`config.mk`:
```
export PLATFORM = sky130hd
export DESIGN_NAME = h_s_rca_seq
export DESIGN_NICKNAME = d
export VERILOG_FILES = /design/src/rtl/h_s_rca_seq_pkg.sv /design/src/rtl/h_s_rca_seq_rca_slice.sv /design/src/rtl/h_s_rca_seq.sv
export SDC_FILE = /design/constraint.sdc
export NUM_CORES = 1
export LEC_CHECK = 0
export CAP_MARGIN = 0
export CORE_UTILIZATION = 51
export CTS_CLUSTER_DIAMETER = 30
export DETAILED_ROUTE_END_ITERATION = 12
export HOLD_SLACK_MARGIN = 0.02
export PLACE_DENSITY = 0.87
export SETUP_SLACK_MARGIN = 0.15
export SYNTH_ARGS = -nofsm -noshare
export SYNTH_HDL_FRONTEND = slang
export SYNTH_SLANG_ARGS = --single-unit
```
`constraint.sdc`:
```
create_clock -name clk -period 4.21 [get_ports clk]
set_clock_uncertainty 0.1 [all_clocks]
set_input_delay 0.6315 -clock clk [delete_from_list [all_inputs] [get_ports clk]]
set_output_delay 0.6315 -clock clk [all_outputs]
set_load 0.03 [all_outputs]
```
`src/rtl/h_s_rca_seq_pkg.sv`:
```
// Shared definitions for the sequential slice-serial signed adder h_s_rca_seq.
package h_s_rca_seq_pkg;

  typedef enum logic [1:0] {
    IDLE = 2'd0,
    RUN  = 2'd1,
    DONE = 2'd2
  } state_t;

  localparam int CHUNK_W_DEF = 6;
  localparam int CHUNKS_DEF  = 4;

endpackage

```
`src/rtl/h_s_rca_seq_rca_slice.sv`:
```
// Combinational CHUNK_W-bit ripple-carry adder slice; also exposes the carry into its MSB.
module rca_slice
  import h_s_rca_seq_pkg::*;
#(
  parameter int CHUNK_W = CHUNK_W_DEF
) (
  input  logic [CHUNK_W-1:0] a,
  input  logic [CHUNK_W-1:0] b,
  input  logic               cin,
  output logic [CHUNK_W-1:0] s,
  output logic               cout,
  output logic               c_msb
);

  logic [CHUNK_W:0] c;

  always_comb begin
    c    = '0;
    s    = '0;
    c[0] = cin;
    for (int unsigned i = 0; i < CHUNK_W; i++) begin
      s[i]   = a[i] ^ b[i] ^ c[i];
      c[i+1] = (a[i] & b[i]) | (c[i] & (a[i] ^ b[i]));
    end
  end

  assign cout  = c[CHUNK_W];
  assign c_msb = c[CHUNK_W-1];

endmodule

```
`src/rtl/h_s_rca_seq.sv`:
```
// Slice-serial signed adder: one CHUNK_W-bit slice per RUN cycle, W+1-bit exact sum.
// Define H_S_RCA_SEQ_OVF_EN to add the ovf output (sum does not fit in W bits).
module h_s_rca_seq
  import h_s_rca_seq_pkg::*;
#(
  parameter int CHUNK_W = CHUNK_W_DEF,
  parameter int CHUNKS  = CHUNKS_DEF,
  localparam int W      = CHUNK_W * CHUNKS
) (
  input  logic         clk,
  input  logic         rst,
  input  logic         in_valid,
  output logic         in_ready,
  input  logic [W-1:0] a,
  input  logic [W-1:0] b,
  output logic         out_valid,
  input  logic         out_ready,
  output logic [W:0]   out
`ifdef H_S_RCA_SEQ_OVF_EN
  ,
  output logic         ovf
`endif
);

  localparam int IDX_W = (CHUNKS > 1) ? $clog2(CHUNKS) : 1;

  state_t             state_q, state_d;
  logic [IDX_W-1:0]   idx_q, idx_d;
  logic               carry_q, carry_d;
  logic [W-1:0]       a_q, a_d;
  logic [W-1:0]       b_q, b_d;
  logic [W-1:0]       sum_q, sum_d;
  logic [W:0]         out_q, out_d;
  logic               in_ready_q, in_ready_d;
  logic               out_valid_q, out_valid_d;

  logic [CHUNK_W-1:0] slice_s;
  logic               slice_cout;
  logic               slice_c_msb;

  // Operands shift right each RUN cycle, so the slice always sees the low chunk.
  rca_slice #(.CHUNK_W(CHUNK_W)) u_slice (
    .a     (a_q[CHUNK_W-1:0]),
    .b     (b_q[CHUNK_W-1:0]),
    .cin   (carry_q),
    .s     (slice_s),
    .cout  (slice_cout),
    .c_msb (slice_c_msb)
  );

`ifdef H_S_RCA_SEQ_OVF_EN
  logic ovf_q, ovf_d;
`endif

  always_comb begin
    state_d     = state_q;
    idx_d       = idx_q;
    carry_d     = carry_q;
    a_d         = a_q;
    b_d         = b_q;
    sum_d       = sum_q;
    out_d       = out_q;
    in_ready_d  = in_ready_q;
    out_valid_d = out_valid_q;
`ifdef H_S_RCA_SEQ_OVF_EN
    ovf_d       = ovf_q;
`endif
    case (state_q)
      IDLE: begin
        if (in_valid) begin
          a_d        = a;
          b_d        = b;
          carry_d    = 1'b0;
          idx_d      = '0;
          in_ready_d = 1'b0;
          state_d    = RUN;
        end
      end
      RUN: begin
        sum_d   = (sum_q >> CHUNK_W) | (W'(slice_s) << (W - CHUNK_W));
        a_d     = a_q >> CHUNK_W;
        b_d     = b_q >> CHUNK_W;
        carry_d = slice_cout;
        if (idx_q == IDX_W'(CHUNKS - 1)) begin
          // s_msb ^ c_msb equals a_msb ^ b_msb, so this is the exact sign bit.
          out_d       = {slice_s[CHUNK_W-1] ^ slice_c_msb ^ slice_cout, sum_d};
`ifdef H_S_RCA_SEQ_OVF_EN
          ovf_d       = slice_c_msb ^ slice_cout;
`endif
          idx_d       = '0;
          out_valid_d = 1'b1;
          state_d     = DONE;
        end else begin
          idx_d = idx_q + IDX_W'(1);
        end
      end
      DONE: begin
        if (out_ready) begin
          out_valid_d = 1'b0;
          in_ready_d  = 1'b1;
          idx_d       = '0;
          state_d     = IDLE;
        end
      end
      default: begin
        out_valid_d = 1'b0;
        in_ready_d  = 1'b1;
        idx_d       = '0;
        state_d     = IDLE;
      end
    endcase
  end

  always_ff @(posedge clk) begin
    if (rst) begin
      state_q     <= IDLE;
      idx_q       <= '0;
      carry_q     <= 1'b0;
      a_q         <= '0;
      b_q         <= '0;
      sum_q       <= '0;
      out_q       <= '0;
      in_ready_q  <= 1'b1;
      out_valid_q <= 1'b0;
    end else begin
      state_q     <= state_d;
      idx_q       <= idx_d;
      carry_q     <= carry_d;
      a_q         <= a_d;
      b_q         <= b_d;
      sum_q       <= sum_d;
      out_q       <= out_d;
      in_ready_q  <= in_ready_d;
      out_valid_q <= out_valid_d;
    end
  end

`ifdef H_S_RCA_SEQ_OVF_EN
  always_ff @(posedge clk) begin
    if (rst) ovf_q <= 1'b0;
    else     ovf_q <= ovf_d;
  end

  assign ovf = ovf_q;
`endif

  assign in_ready  = in_ready_q;
  assign out_valid = out_valid_q;
  assign out       = out_q;

endmodule

```
==> results_dict.tcl <==
set metrics [dict create \
    wirelength_mm 8.54 \
    worstPathCellList "fa_1, inv_1, fa_1, inv_1, fa_1, fa_1, fa_1, fa_1, nand2_1, a21oi_1" \
    syn_avg_cell_area_um2 8.73 \
    initial_core_util_pct 53.9 \
    ys_seq_elements 98 \
    cts_root_buffer "clkbuf_8" \
    drc 0 \
    cp.arrival_ns 3.38 \
    dieArea_um2 8180 \
    dp_cells 596 \
    synth-edff-count 0 \
    synthFlopType "dfxtp_1" \
    cp.required_ns 4.41 \
    cap_violations 0 \
    post_cts_resized 0 \
    ys_top_cells_by_area "dfxtp_1, nand2_1, nor2_1, a211oi_1, a21oi_1" \
    die_h_um 90.5 \
    rsz0062_at_grt "false" \
    die_w_um 90.5 \
    clock_sinks 98 \
    path_common_cell "fa_1" \
    p_leak_nw 1.73 \
    grt_pass1_wl_mm 14.8 \
    r2r_start "carry_q$_SDFFE_PP0P_" \
    setup_violations 0 \
    cellPowerDensity_nw_per_um2 388 \
    critPathMaxStageDelay_ns 0.53 \
    dp_hpwl_mm 5.78 \
    final_antenna_net_count 0 \
    cp_slowest_cell "fa_1" \
    grt_pass1_vias 3291 \
    slew_violations 0 \
    synth_common_cells "dfxtp_1, nand2_1, nor2_1, a21oi_1, a211oi_1" \
    grt_max_degree 46 \
    critPathMaxFanout 2 \
    gp_congestion 0.776 \
    via_per_inst 5.56 \
    async_reset_ff_share_pct 0 \
    tritoncts "yes" \
    layout_min_cycle_time_ns 3.18 \
    drtIter0Drc 126 \
    cts_setup_buffers 0 \
    rr_worst_depth 10 \
    layout.cells.non_filler 612 \
    r2r-end "sum_q[23]$_SDFFE_PP0P_" \
    wl_per_cell_um 13.9 \
    peakVddDrop_mv 0.196 \
    synth_top_area_cell "dfxtp_1" \
    cts_buffers 9 \
    synth.most_common_cell "dfxtp_1" \
    firstDrtPassIters 7 \
    yosysSeqAreaShare_pct 49.2 \
    tightest_slew_ns 1.13 \
    num_io_pins 79 \
    cts_hold_buf 0 \
    path_delay_family "adder cells" \
    power.share.combinational_pct 12.7 \
    hp-start "out[2]$_SDFFE_PP0P_" \
    hold_viol 0 \
    hold_path_depth 2 \
    end_kind "flip-flop" \
    cts_buffer_depth 2 \
    period_share_pct 75.6 \
    track_usage_pct 22.3 \
    port_buffers 78 \
    p_switching_mw 0.513 \
    setup_tns_ns 0 \
    synthCells 457 \
    start_kind "flip-flop" \
    fin_nets 568 \
    via_count 3400 \
    num_antenna_cells 0 \
    hold_path.class "reg -> reg" \
    core-area_um2 7410 \
    switching_share_pct 27.1 \
    clkPwrFrac_pct 33.6 \
    clock_latency_ns 0.37 \
    synth_area_um2 3990 \
    ys_warn_count 0 \
    syn2layout_area_growth_pct 22.2 \
    min_to "out[2]$_SDFFE_PP0P_" \
    antenna_found_initial 0 \
    path_buf_inv 2 \
    cts.reportedPaths.clkPinSlew_ns 0.10 \
    fillers 619 \
    htreeDepth 3 \
    synth.distinct_cells 34 \
    drive_above_1_share_pct 4.87 \
    grt_overflow 0 \
    syn_nets 517 \
    core.rowCount 31 \
    reg2reg_slack_ns 1.03 \
    internal_power_mw 1.38 \
    synth_top_area_share_pct 49.2 \
    status "finished, final reports clean" \
    slew_headroom_pct 24.8 \
    p_seq_share_pct 53.8 \
    max_freq_ghz 0.314 \
    critPathKind "reg -> reg" \
]
-- worst max path at each step --
stage	cells after the start	start	slack [ns]	end
after floorplan	10	carry_q$_SDFFE_PP0P_	1.27	out[23]$_SDFFE_PP0P_
after global placement	10	carry_q$_SDFFE_PP0P_	1.18	out[23]$_SDFFE_PP0P_
after detailed placement	10	carry_q$_SDFFE_PP0P_	1.03	sum_q[23]$_SDFFE_PP0P_
after CTS	10	carry_q$_SDFFE_PP0P_	1.01	sum_q[23]$_SDFFE_PP0P_
after global routing	10	carry_q$_SDFFE_PP0P_	0.89	out[23]$_SDFFE_PP0P_
final	10	carry_q$_SDFFE_PP0P_	1.03	sum_q[23]$_SDFFE_PP0P_
-- routing by layer --
metal  global-route usage, %  wire [µm]
met5                       0          0
met1                    28.4       3640
met3                    4.29        418
met4                    7.93        170
met2                    37.6       4310
-- area by class of cell --
class	count	area (µm²)	share of cell area (%)
Multi-Input combinational cell	310	1760	36.0
Sequential cell	98	1960	40.2
Tap cell	99	124	2.54
Inverter	9	33.8	0.693
Clock inverter	7	86.3	1.77
Timing Repair Buffer	80	791	16.2
Clock buffer	9	124	2.54
-- state kept, by name, summed over array words and instances (netlist names) --
| name | cells |
|---|---|
| a_q | 24 |
| b_q | 24 |
| carry_q | 1 |
| idx_q | 2 |
| in_ready | 1 |
| out | 25 |
| out_valid | 1 |
| state_q | 2 |
| sum_q | 18 |
-- stage by stage --
stage / total power [mW] / area [µm²] / worst slack (ns) / util, % / hold slack [ns]
6_report: 1.89 / 4880 / 1.03 / 65.8 / 0.360
5_1_grt: 1.98 / 4880 / 0.892 / 65.8 / 0.379
4_1_cts: 1.90 / 4880 / 1.01 / 65.8 / 0.361
3_5_place_dp: 1.28 / 4670 / 1.03 / 63.0 / 0.346
3_3_place_gp: 1.27 / 4670 / 1.18 / 63.0 / 0.342
2_1_floorplan: 1.20 / 3990 / 1.27 / - / 0.332
-- cell families (layout without fill, tap and decap cells) --
group | count (synthesis) | count (layout) | share of synthesized area, %
simple gates | 162 | 162 | 16.1
compound gates | 139 | 139 | 23.9
flops | 98 | 98 | 49.2
buf+inv | 49 | 105 | 6.83
fa+ha+maj | 8 | 8 | 3.82
mux | 1 | 1 | 0.251
-- placed cells by master, fill, tap and decap left out, types with 2 or more instances in the layout --
master	n
a211oi_1	35
a21oi_1	45
a221oi_1	3
a22oi_1	13
buf_4	2
clkbuf_8	9
clkdlybuf4s50_1	77
clkinv_4	2
dfxtp_1	98
fa_1	7
inv_1	7
inv_2	2
inv_8	2
nand2_1	80
nand2b_1	2
nor2_1	73
o22ai_1	17
o2bb2ai_1	19
-- worst reg2reg max path, stage by stage, from the launching register on --
cell and delay (ns):
dfxtp_1 0.34, fa_1 0.41, inv_1 0.08, fa_1 0.17, inv_1 0.05, fa_1 0.38
fa_1 0.40, fa_1 0.45, fa_1 0.53, nand2_1 0.05, a21oi_1 0.14
-- power by group through the flow --
stage / clock, mW / sequential [mW] / combinational, mW
after global placement: 0 / 1.04 / 0.230
final: 0.635 / 1.02 / 0.240
after CTS: 0.642 / 1.02 / 0.239
after floorplan: 0 / 1.03 / 0.172
after global routing: 0.690 / 1.02 / 0.267
after detailed placement: 0 / 1.04 / 0.239
Power figures use the tool's default switching activity.
